## src/rtl/arm_ctrl_pkg.sv

```systemverilog
// arm_ctrl_pkg: shared encodings for the ARM ID-stage control path.
package arm_ctrl_pkg;
    localparam logic [1:0] OP_DP = 2'b00;
    localparam logic [1:0] OP_LS = 2'b01;
    localparam logic [1:0] OP_BR = 2'b10;
    localparam logic [3:0] OPC_AND = 4'b0000;
    localparam logic [3:0] OPC_SUB = 4'b0010;
    localparam logic [3:0] OPC_ADD = 4'b0100;
    localparam logic [3:0] OPC_ORR = 4'b1100;
    localparam logic [1:0] ALU_ADD = 2'b00;
    localparam logic [1:0] ALU_SUB = 2'b01;
    localparam logic [1:0] ALU_AND = 2'b10;
    localparam logic [1:0] ALU_ORR = 2'b11;
    localparam int OP_HI   = 27;
    localparam int OP_LO   = 26;
    localparam int I_BIT   = 25;
    localparam int OPC_HI  = 24;
    localparam int OPC_LO  = 21;
    localparam int S_BIT   = 20;
    localparam int U_BIT   = 23;
    localparam int LNK_BIT = 24;
    typedef struct packed {
        logic       reg_write;
        logic       mem_write;
        logic       mem_to_reg;
        logic       alu_src;
        logic [1:0] s_bit;
        logic [1:0] alu_control;
        logic       pc_src;
    } ctrl_t;
    function automatic logic dp_valid(input logic [3:0] opc);
        return opc == OPC_AND || opc == OPC_SUB || opc == OPC_ADD || opc == OPC_ORR;
    endfunction
    function automatic logic [1:0] dp_alu(input logic [3:0] opc);
        return opc == OPC_ADD ? ALU_ADD :
               opc == OPC_SUB ? ALU_SUB :
               opc == OPC_AND ? ALU_AND : ALU_ORR;
    endfunction
endpackage

```

## src/rtl/id_control_unit_adder.sv

```systemverilog
// adder: modular unsigned adder used as the PC incrementer.
module adder #(
    parameter int WIDTH = 32
) (
    input  logic [WIDTH-1:0] a_i,
    input  logic [WIDTH-1:0] b_i,
    output logic [WIDTH-1:0] sum_o
);
    assign sum_o = a_i + b_i;
endmodule

```

## src/rtl/id_control_unit_decoder.sv

```systemverilog
// control_decoder: combinational instruction-to-control decode.
module control_decoder
    import arm_ctrl_pkg::*;
#(
    parameter int WIDTH = 32
) (
    input  logic [WIDTH-1:0] instr_i,
    output ctrl_t            ctrl_o
);
    logic [3:0] opc;
    assign opc = instr_i[OPC_HI:OPC_LO];
    always_comb begin
        ctrl_o = '0;
        if (instr_i != '0) begin
            case (instr_i[OP_HI:OP_LO])
                OP_DP: if (dp_valid(opc)) begin
                    ctrl_o.reg_write   = 1'b1;
                    ctrl_o.alu_src     = instr_i[I_BIT];
                    ctrl_o.s_bit       = {1'b0, instr_i[S_BIT]};
                    ctrl_o.alu_control = dp_alu(opc);
                end
                OP_LS: begin
                    ctrl_o.alu_src     = ~instr_i[I_BIT];
                    ctrl_o.alu_control = instr_i[U_BIT] ? ALU_ADD : ALU_SUB;
                    ctrl_o.reg_write   = instr_i[S_BIT];
                    ctrl_o.mem_to_reg  = instr_i[S_BIT];
                    ctrl_o.mem_write   = ~instr_i[S_BIT];
                    ctrl_o.s_bit       = instr_i[S_BIT] ? 2'b00 : 2'b10;
                end
                OP_BR: begin
                    ctrl_o.pc_src    = 1'b1;
                    ctrl_o.reg_write = instr_i[LNK_BIT];
                end
                default: ctrl_o = '0;
            endcase
        end
    end
endmodule

```

## src/rtl/id_control_unit.sv

```systemverilog
// id_control_unit: IF/ID instruction latch, control decode with bubble mux, and PC incrementer.
module id_control_unit
    import arm_ctrl_pkg::*;
#(
    parameter int          WIDTH  = 32,
    parameter int unsigned PC_INC = 4
) (
    input  logic             clk,
    input  logic             reset,
    input  logic             if_id_enable,
    input  logic [WIDTH-1:0] instruction_in,
    input  logic [WIDTH-1:0] pc_current,
    input  logic             bubble,
    output logic [WIDTH-1:0] pc_plus_4,
    output logic [WIDTH-1:0] instruction_out,
    output logic             reg_write,
    output logic             mem_write,
    output logic             mem_to_reg,
    output logic             alu_src,
    output logic [1:0]       s_bit,
    output logic [1:0]       alu_control,
    output logic             pc_src
);
    logic [WIDTH-1:0] instr_q, instr_d;
    ctrl_t            dec, ctrl;
    assign instr_d = if_id_enable ? instruction_in : instr_q;
    always_ff @(posedge clk or posedge reset) begin
        if (reset) instr_q <= '0;
        else       instr_q <= instr_d;
    end
    assign instruction_out = instr_q;
    control_decoder #(.WIDTH(WIDTH)) u_decoder (
        .instr_i (instr_q),
        .ctrl_o  (dec)
    );
    // Bubble squashes controls only; the latched instruction is kept.
    assign ctrl = bubble ? '0 : dec;
    assign {reg_write, mem_write, mem_to_reg, alu_src, s_bit, alu_control, pc_src} = ctrl;
    adder #(.WIDTH(WIDTH)) u_adder (
        .a_i   (pc_current),
        .b_i   (WIDTH'(PC_INC)),
        .sum_o (pc_plus_4)
    );
endmodule

```

## config.mk

```make
export PLATFORM = sky130hd
export DESIGN_NAME = id_control_unit
export DESIGN_NICKNAME = d
export VERILOG_FILES = /design/src/rtl/arm_ctrl_pkg.sv /design/src/rtl/id_control_unit_adder.sv /design/src/rtl/id_control_unit_decoder.sv /design/src/rtl/id_control_unit.sv
export SDC_FILE = /design/constraint.sdc
export NUM_CORES = 1
export LEC_CHECK = 0
export ABC_CLOCK_PERIOD_IN_PS = 2000
export BUFFER_PORTS_ARGS = -buffer_cell sky130_fd_sc_hd__buf_4
export CORE_AREA = 5 5 77 79
export DETAILED_ROUTE_END_ITERATION = 8
export DIE_AREA = 0 0 82 84
export PLACE_DENSITY = 0.83
export SYNTH_ARGS = -nofsm -noshare
export SYNTH_HDL_FRONTEND = slang
export SYNTH_SLANG_ARGS = --single-unit
```

## constraint.sdc

```tcl
create_clock -name clk -period 2 [get_ports clk]
set_clock_uncertainty 0.15 [all_clocks]
set_input_delay 0.2 -clock clk [delete_from_list [all_inputs] [get_ports clk]]
set_output_delay 0.2 -clock clk [all_outputs]
set_load 0.01 [all_outputs]
```

==> results of run 1 <==
power by group through the flow:
stage	Sequential [uW]	Clock, uW	Combinational (uW)
final	786	509	634
after global routing	793	545	681
after CTS	775	516	624
after detailed placement	781	0	580
after global placement	778	0	571
after floorplan	805	0	203
path summary, 6_finish.rpt:
check / start / end
setup / recovery: instruction_out[18]$_DFFE_PP0P_ / alu_control[1]
hold / removal: instruction_in[5] / instruction_out[5]$_DFFE_PP0P_
setup reg to reg: instruction_out[22]$_DFFE_PP0P_ / instruction_out[22]$_DFFE_PP0P_
hold reg to reg: instruction_out[1]$_DFFE_PP0P_ / instruction_out[1]$_DFFE_PP0P_
max in group asynchronous: reset / instruction_out[23]$_DFFE_PP0P_
min in group asynchronous: reset / instruction_out[31]$_DFFE_PP0P_
cells in the final DEF (no fill, tap or decap), types with 3 or more instances in the layout:
| cell type | synthesis | final |
|---|---|---|
| and3_1 | 7 | 7 |
| dlygate4sd3_1 | 0 | 24 |
| nor3_1 | 9 | 6 |
| nand2_1 | 13 | 13 |
| inv_1 | 4 | 4 |
| nand4_1 | 10 | 10 |
| xor2_1 | 6 | 6 |
| mux2_2 | 32 | 32 |
| nor2_1 | 7 | 6 |
| xnor2_1 | 23 | 23 |
| clkbuf_8 | 0 | 6 |
| nor4_1 | 8 | 3 |
| buf_4 | 3 | 143 |
| nor4_2 | 0 | 5 |
| nand3_1 | 11 | 11 |
| nor3_2 | 1 | 3 |
| dfrtp_1 | 32 | 31 |
kinds of logic (layout without fill, tap and decap cells):
logic type / Yosys count / count (layout)
and+or+nand+nor: 75 / 75
muxes: 32 / 32
DFF: 32 / 32
xor gates and xnor gates: 29 / 29
buffers and inverters: 13 / 179
AOI/OAI and AO/OA: 6 / 6
adders and majority gates: 1 / 1
what timing repair did:
| action | CTS | global route |
|---|---|---|
| resized for setup | 9 | 5 |
| endpoints found under the setup margin | 3 | 4 |
| endpoints found under the hold margin | 55 | 0 |
| hold buffers | 24 | 0 |
| pin swaps | 3 | 1 |
routing by layer:
layer  up-vias  wire length, um  share of wire
li1       1008                -              -
met1      1023             2590           0.35
met2       136             3640           0.49
met3        13             1070           0.14
met4         0              144          0.019
met5         -                0              0
per-stage QoR:
stage	hold slack (ps)	area (sq um)	std cells	setup slack (ps)	total power (uW)
after global placement	159	3080	394	191	1350
after floorplan	166	1970	188	185	1010
after detailed placement	161	3080	394	148	1360
final	5.93	3480	426	-18.0	1930
after global routing	4.42	3480	426	-76.0	2020
after CTS	0.763	3450	426	8.63	1920
worst reg2reg max path, stage by stage, from the launching register on:
cell	delay, ps
dfrtp_1	430
buf_4	170
mux2_2	260
layout make-up:
| type | count | area share |
|---|---|---|
| clock buffers | 8 | 0.0259 |
| well taps | 72 | 0.0259 |
| flip-flops and latches | 32 | 0.231 |
| multi-input cells | 143 | 0.335 |
| repair buffers | 167 | 0.378 |
| inverters | 4 | 0.00432 |
==> impl_metrics.env, run 1 <==
export IMPL_power_switching_uw=571
export IMPL_top_usage_layer="met2"
export IMPL_fin_ws_ps=-18.0
export IMPL_cp_top_family="simple AND/OR/NAND/NOR gates"
export IMPL_io_buffers=136
export IMPL_pwr_share_comb=0.329
export IMPL_cp_buffers_inverters=1
export IMPL_utilization=0.660
export IMPL_worst_r2r_setup_slack_ps=870
export IMPL_syn_nets=257
export IMPL_synthMuxAreaShare=0.183
export IMPL_hp_class="in2reg"
export IMPL_fmax_mhz=496
export IMPL_grtUsageTotal=0.215
export IMPL_use_met3=0.0896
export IMPL_crit_type="reg2out"
export IMPL_synth_cell_types=29
export IMPL_synth_top_family_by_area="simple AND/OR/NAND/NOR gates"
export IMPL_power_density_mw_per_mm2=555
export IMPL_grt_ovfl_total=0
export IMPL_rsz0062_at_grt="true"
export IMPL_synthSimpleGateAreaFrac=0.223
export IMPL_synth_area_leader_cell="dfrtp_1"
export IMPL_status="finished, violations left"
export IMPL_fin_crit_sh=1.01
export IMPL_crit_chain="nor4_2, nand4_1, nor3_2, nor4_1, buf_4"
export IMPL_num_antenna_cells=0
export IMPL_post_route_drc_count=0
export IMPL_yosys_top_cells_area="dfrtp_1, mux2_2, xnor2_1"
export IMPL_use_met1=0.218
export IMPL_post_route_min_period_ps=2020
export IMPL_relSlewSlack=0.677
export IMPL_regArea_sq_um=802
export IMPL_clock_sinks=32
export IMPL_synth_commonest_cells="dfrtp_1, mux2_2, xnor2_1"
export IMPL_drt_pre_antenna_iters=4
export IMPL_grt_pass1_wl_mm=11.4
export IMPL_root_buffer="clkbuf_8"
export IMPL_postSynthRegisterBits=32
export IMPL_path_depth=5
export IMPL_grt_pass1_vias=2257
export IMPL_die_w_um=82
export IMPL_synthArstFlopShare=1.00
export IMPL_fin_setup_tns_ps=-30.7
export IMPL_path_clk_slew_ps=60
export IMPL_cts_tree="yes"
export IMPL_clkLatencyLatePin_ps=280
export IMPL_clockBufferDepth=2
export IMPL_synth_adder_area_share=0.00636
export IMPL_numCtsBuffers=5
export IMPL_antenna_found_initial=0
export IMPL_max_stage_delay_ps=400
export IMPL_clkPwrFrac=0.264
export IMPL_path_max_fanout=3
export IMPL_post_cts_buffers=0
export IMPL_synth_area_per_cell_sq_um=10.5
export IMPL_row_count=27
export IMPL_grt_max_degree=34
export IMPL_wl_per_cell_um=17.5
export IMPL_syn_cell_area_sq_mm=0.00197
export IMPL_min_path_cells=2
export IMPL_grt_use_met2=0.384
export IMPL_internal_power_uw=1360
export IMPL_synth_seq_area_share=0.407
export IMPL_chipHeight_um=84
export IMPL_dp_hpwl_mm=5.38
export IMPL_worst_setup_path_start_kind="register"
export IMPL_num_io_pins=141
export IMPL_synth_edf_count=0
export IMPL_postRouteAntennaNets=0
export IMPL_pwr_share_seq=0.407
export IMPL_place_gp_congestion=0.851
export IMPL_yosysWarnings=0
export IMPL_routed_wirelength_mm=7.44
export IMPL_h_tree_depth=2
export IMPL_reg2regPathDepth=2
export IMPL_syn_to_final_growth_pct=76.8
export IMPL_num_vias=2180
export IMPL_violations="negative setup slack"
export IMPL_switching_share=0.296
export IMPL_ys_flop_type="dfrtp_1"
export IMPL_drv_cap=0
export IMPL_vdd_drop_max_mv=0.655
export IMPL_start_util=0.373
export IMPL_core_sq_mm=0.00527
export IMPL_hold_violations=0
export IMPL_worst_setup_path_end_kind="output pin"
export IMPL_viasPerCell=5.12
export IMPL_arrival_ps=1670
export IMPL_multi_input_area_sq_mm=0.00117
export IMPL_synth_compound_area_frac=0.0197
export IMPL_cp_required_ps=1650
export IMPL_layout_nets=422
export IMPL_die_area_sq_mm=0.00689
export IMPL_largest_reg_flops=32
export IMPL_drive_above_1_share=0.559
export IMPL_yosys_area_top_type_share=0.407
export IMPL_cp_slowest_cell="dfrtp_1"
export IMPL_syn_inst=188
export IMPL_max_slew_worst_pin_slew_ps=481
export IMPL_drv_slew=0
export IMPL_drt_iter0_markers=36
export IMPL_synth_xor_area_frac=0.129
export IMPL_power_leakage_uw=0.00159
export IMPL_setup_violations=2
export IMPL_fill_cells=395
Power figures use the tool's default switching activity.
==> run 2, diff against run 1 <==
--- a/config.mk
+++ b/config.mk
@@ -6,11 +6,11 @@
 export NUM_CORES = 1
 export LEC_CHECK = 0
 export ABC_CLOCK_PERIOD_IN_PS = 2000
-export BUFFER_PORTS_ARGS = -buffer_cell sky130_fd_sc_hd__buf_4
 export CORE_AREA = 5 5 77 79
 export DETAILED_ROUTE_END_ITERATION = 8
 export DIE_AREA = 0 0 82 84
-export PLACE_DENSITY = 0.83
+export DONT_BUFFER_PORTS = 1
+export PLACE_DENSITY = 0.6
 export SYNTH_ARGS = -nofsm -noshare
 export SYNTH_HDL_FRONTEND = slang
 export SYNTH_SLANG_ARGS = --single-unit
==> run 2 against run 1 <==
- the flow now finishes without violations
- sequential power increased by 3.1%
- routed wire length decreased by 25%
- register-to-register slack got worse by 470 ps
- flip-flop and latch count unchanged
- count of clock-buffer cells in the layout unchanged
- via count decreased by 23%
- die area unchanged
- final cell count decreased by 27%
- first-iteration DRC count increased by 11%
- worst hold slack improved by 150 ps
- critical path type unchanged
- critical endpoint is now reg_write
==> impl_metrics.env, run 2 (synthesis results as in run 1) <==
export IMPL_grt_ovfl_total=0
export IMPL_final_cell_mix="dlygate4sd3_1, mux2_2, dfrtp_1, xnor2_1, buf_4"
export IMPL_cp_slowest_cell="dfrtp_2"
export IMPL_antenna_found_initial=0
export IMPL_worst_setup_path_end_kind="output pin"
export IMPL_min_from="if_id_enable"
export IMPL_drv_cap=0
export IMPL_setup_violations=0
export IMPL_fin_ws_ps=5.69
export IMPL_post_route_min_period_ps=1990
export IMPL_relSlewSlack=0.693
export IMPL_layout_nets=308
export IMPL_max_stage_delay_ps=460
export IMPL_power_leakage_uw=0.00104
export IMPL_cp_buffers_inverters=1
export IMPL_crit_start="instruction_out[14]$_DFFE_PP0P_"
export IMPL_top_layer="met4"
export IMPL_multi_input_area_sq_mm=0.00119
export IMPL_drt_pre_antenna_iters=4
export IMPL_fill_cells=482
export IMPL_power_density_mw_per_mm2=625
export IMPL_status="finished, final reports clean"
export IMPL_dp_hpwl_mm=4.30
export IMPL_path_max_fanout=3
export IMPL_core_sq_mm=0.00527
export IMPL_num_antenna_cells=0
export IMPL_routedLengthMet1_mm=1.97
export IMPL_min_to="instruction_out[21]$_DFFE_PP0P_"
export IMPL_hp_class="in2reg"
export IMPL_dpl_instance_area_sq_mm=0.00215
export IMPL_syn_to_final_growth_pct=36.3
export IMPL_crit_chain="nor4_4, nand4_1, nor3_2, a211oi_1, buf_4"
export IMPL_die_area_sq_mm=0.00689
export IMPL_dr_wl_met3_um=636
export IMPL_drv_slew=0
export IMPL_post_route_drc_count=0
export IMPL_fin_crit_sh=0.997
export IMPL_io_buffers=0
export IMPL_r2r_end="instruction_out[26]$_DFFE_PP0P_"
export IMPL_max_slew_worst_pin_slew_ps=456
export IMPL_wl_met2_mm=2.95
export IMPL_h_tree_depth=2
export IMPL_num_io_pins=141
export IMPL_numCtsBuffers=5
export IMPL_postRouteAntennaNets=0
export IMPL_post_cts_buffers=0
export IMPL_cts_tree="yes"
export IMPL_wl_per_cell_um=18.0
export IMPL_root_buffer="clkbuf_8"
export IMPL_path_depth=5
export IMPL_path_clk_slew_ps=60
export IMPL_grtUsageTotal=0.158
export IMPL_clockBufferDepth=2
export IMPL_rsz0062_at_grt="true"
export IMPL_start_util=0.373
export IMPL_hold_violations=0
export IMPL_min_path_cells=2
export IMPL_chipHeight_um=84
export IMPL_num_vias=1684
export IMPL_reg2regPathDepth=4
export IMPL_grt_pass1_vias=1744
export IMPL_grt_max_degree=34
export IMPL_place_gp_congestion=0.765
export IMPL_drive_above_1_share=0.329
export IMPL_worst_r2r_setup_slack_ps=400
export IMPL_clock_sinks=32
export IMPL_r2r_start="instruction_out[26]$_DFFE_PP0P_"
export IMPL_drt_iter0_markers=40
export IMPL_fmax_mhz=501
export IMPL_fin_area_sq_mm=0.00268
export IMPL_cp_top_family="simple AND/OR/NAND/NOR gates"
export IMPL_holdWs_ps=159
export IMPL_vdd_drop_max_mv=0.505
export IMPL_viasPerCell=5.40
export IMPL_worst_setup_path_start_kind="register"
export IMPL_arrival_ps=1640
export IMPL_clkLatencyLatePin_ps=270
export IMPL_crit_type="reg2out"
export IMPL_regArea_sq_um=805
export IMPL_row_count=27
export IMPL_routed_wirelength_mm=5.61
export IMPL_largest_reg_flops=32
export IMPL_cp_required_ps=1650
export IMPL_pre_cts_ws_ps=119
export IMPL_layout_commonest_cell="dlygate4sd3_1"
export IMPL_grt_pass1_wl_mm=8.43
export IMPL_die_w_um=82
[run 2: cell types whose count changed in the layout (fill, tap and decap cells not counted), sizes merged]
| cell | delta |
|---|---|
| dlygate4sd3 | +9 |
| buf | -123 |
[run 2: how the worst max path moves through the flow]
stage / slack, ps / to
2_1_floorplan: 190 / alu_src
3_3_place_gp: 140 / reg_write
3_5_place_dp: 120 / reg_write
4_1_cts: 5 / reg_write
5_1_grt: -120 / reg_write
6_report: 6 / reg_write
[run 2: power by group]
part	internal, uW	switching [uW]	leakage (uW)
Sequential	714	96.4	0.000372
Clock	280	224	0.0000455
Combinational	197	164	0.000628
[run 2: final cells by class]
cell class / count / area share
Multi-Input combinational cell: 143 / 0.443
Sequential cell: 32 / 0.300
Timing Repair Buffer: 53 / 0.184
Clock buffer: 8 / 0.0336
Tap cell: 72 / 0.0336
Inverter: 4 / 0.00560
[run 2: routing by layer]
layer / global-route usage / vias to the layer above
met1: 0.164 / 800
met5: 0 / -
li1: - / 778
met2: 0.292 / 101
met3: 0.0529 / 5
met4: 0.0453 / 0
[run 2: per-stage QoR]
| step | power [uW] | util | TNS [ps] | cells |
|---|---|---|---|---|
| 4_1_cts | 1680 | 0.501 | 0 | 312 |
| 3_3_place_gp | 1090 | 0.409 | 0 | 270 |
| 6_report | 1670 | 0.509 | 0 | 312 |
| 3_5_place_dp | 1090 | 0.409 | 0 | 270 |
| 5_1_grt | 1770 | 0.509 | -220 | 312 |
| 2_1_floorplan | 1010 | - | 0 | 188 |
[run 2: what timing repair did]
| action | 4_1_cts | 5_1_grt |
|---|---|---|
| pin swaps | 2 | 4 |
| hold buffers | 34 | 0 |
| endpoints found under the setup margin | 5 | 5 |
| endpoints found under the hold margin | 64 | 0 |
| gates resized for setup | 10 | 10 |
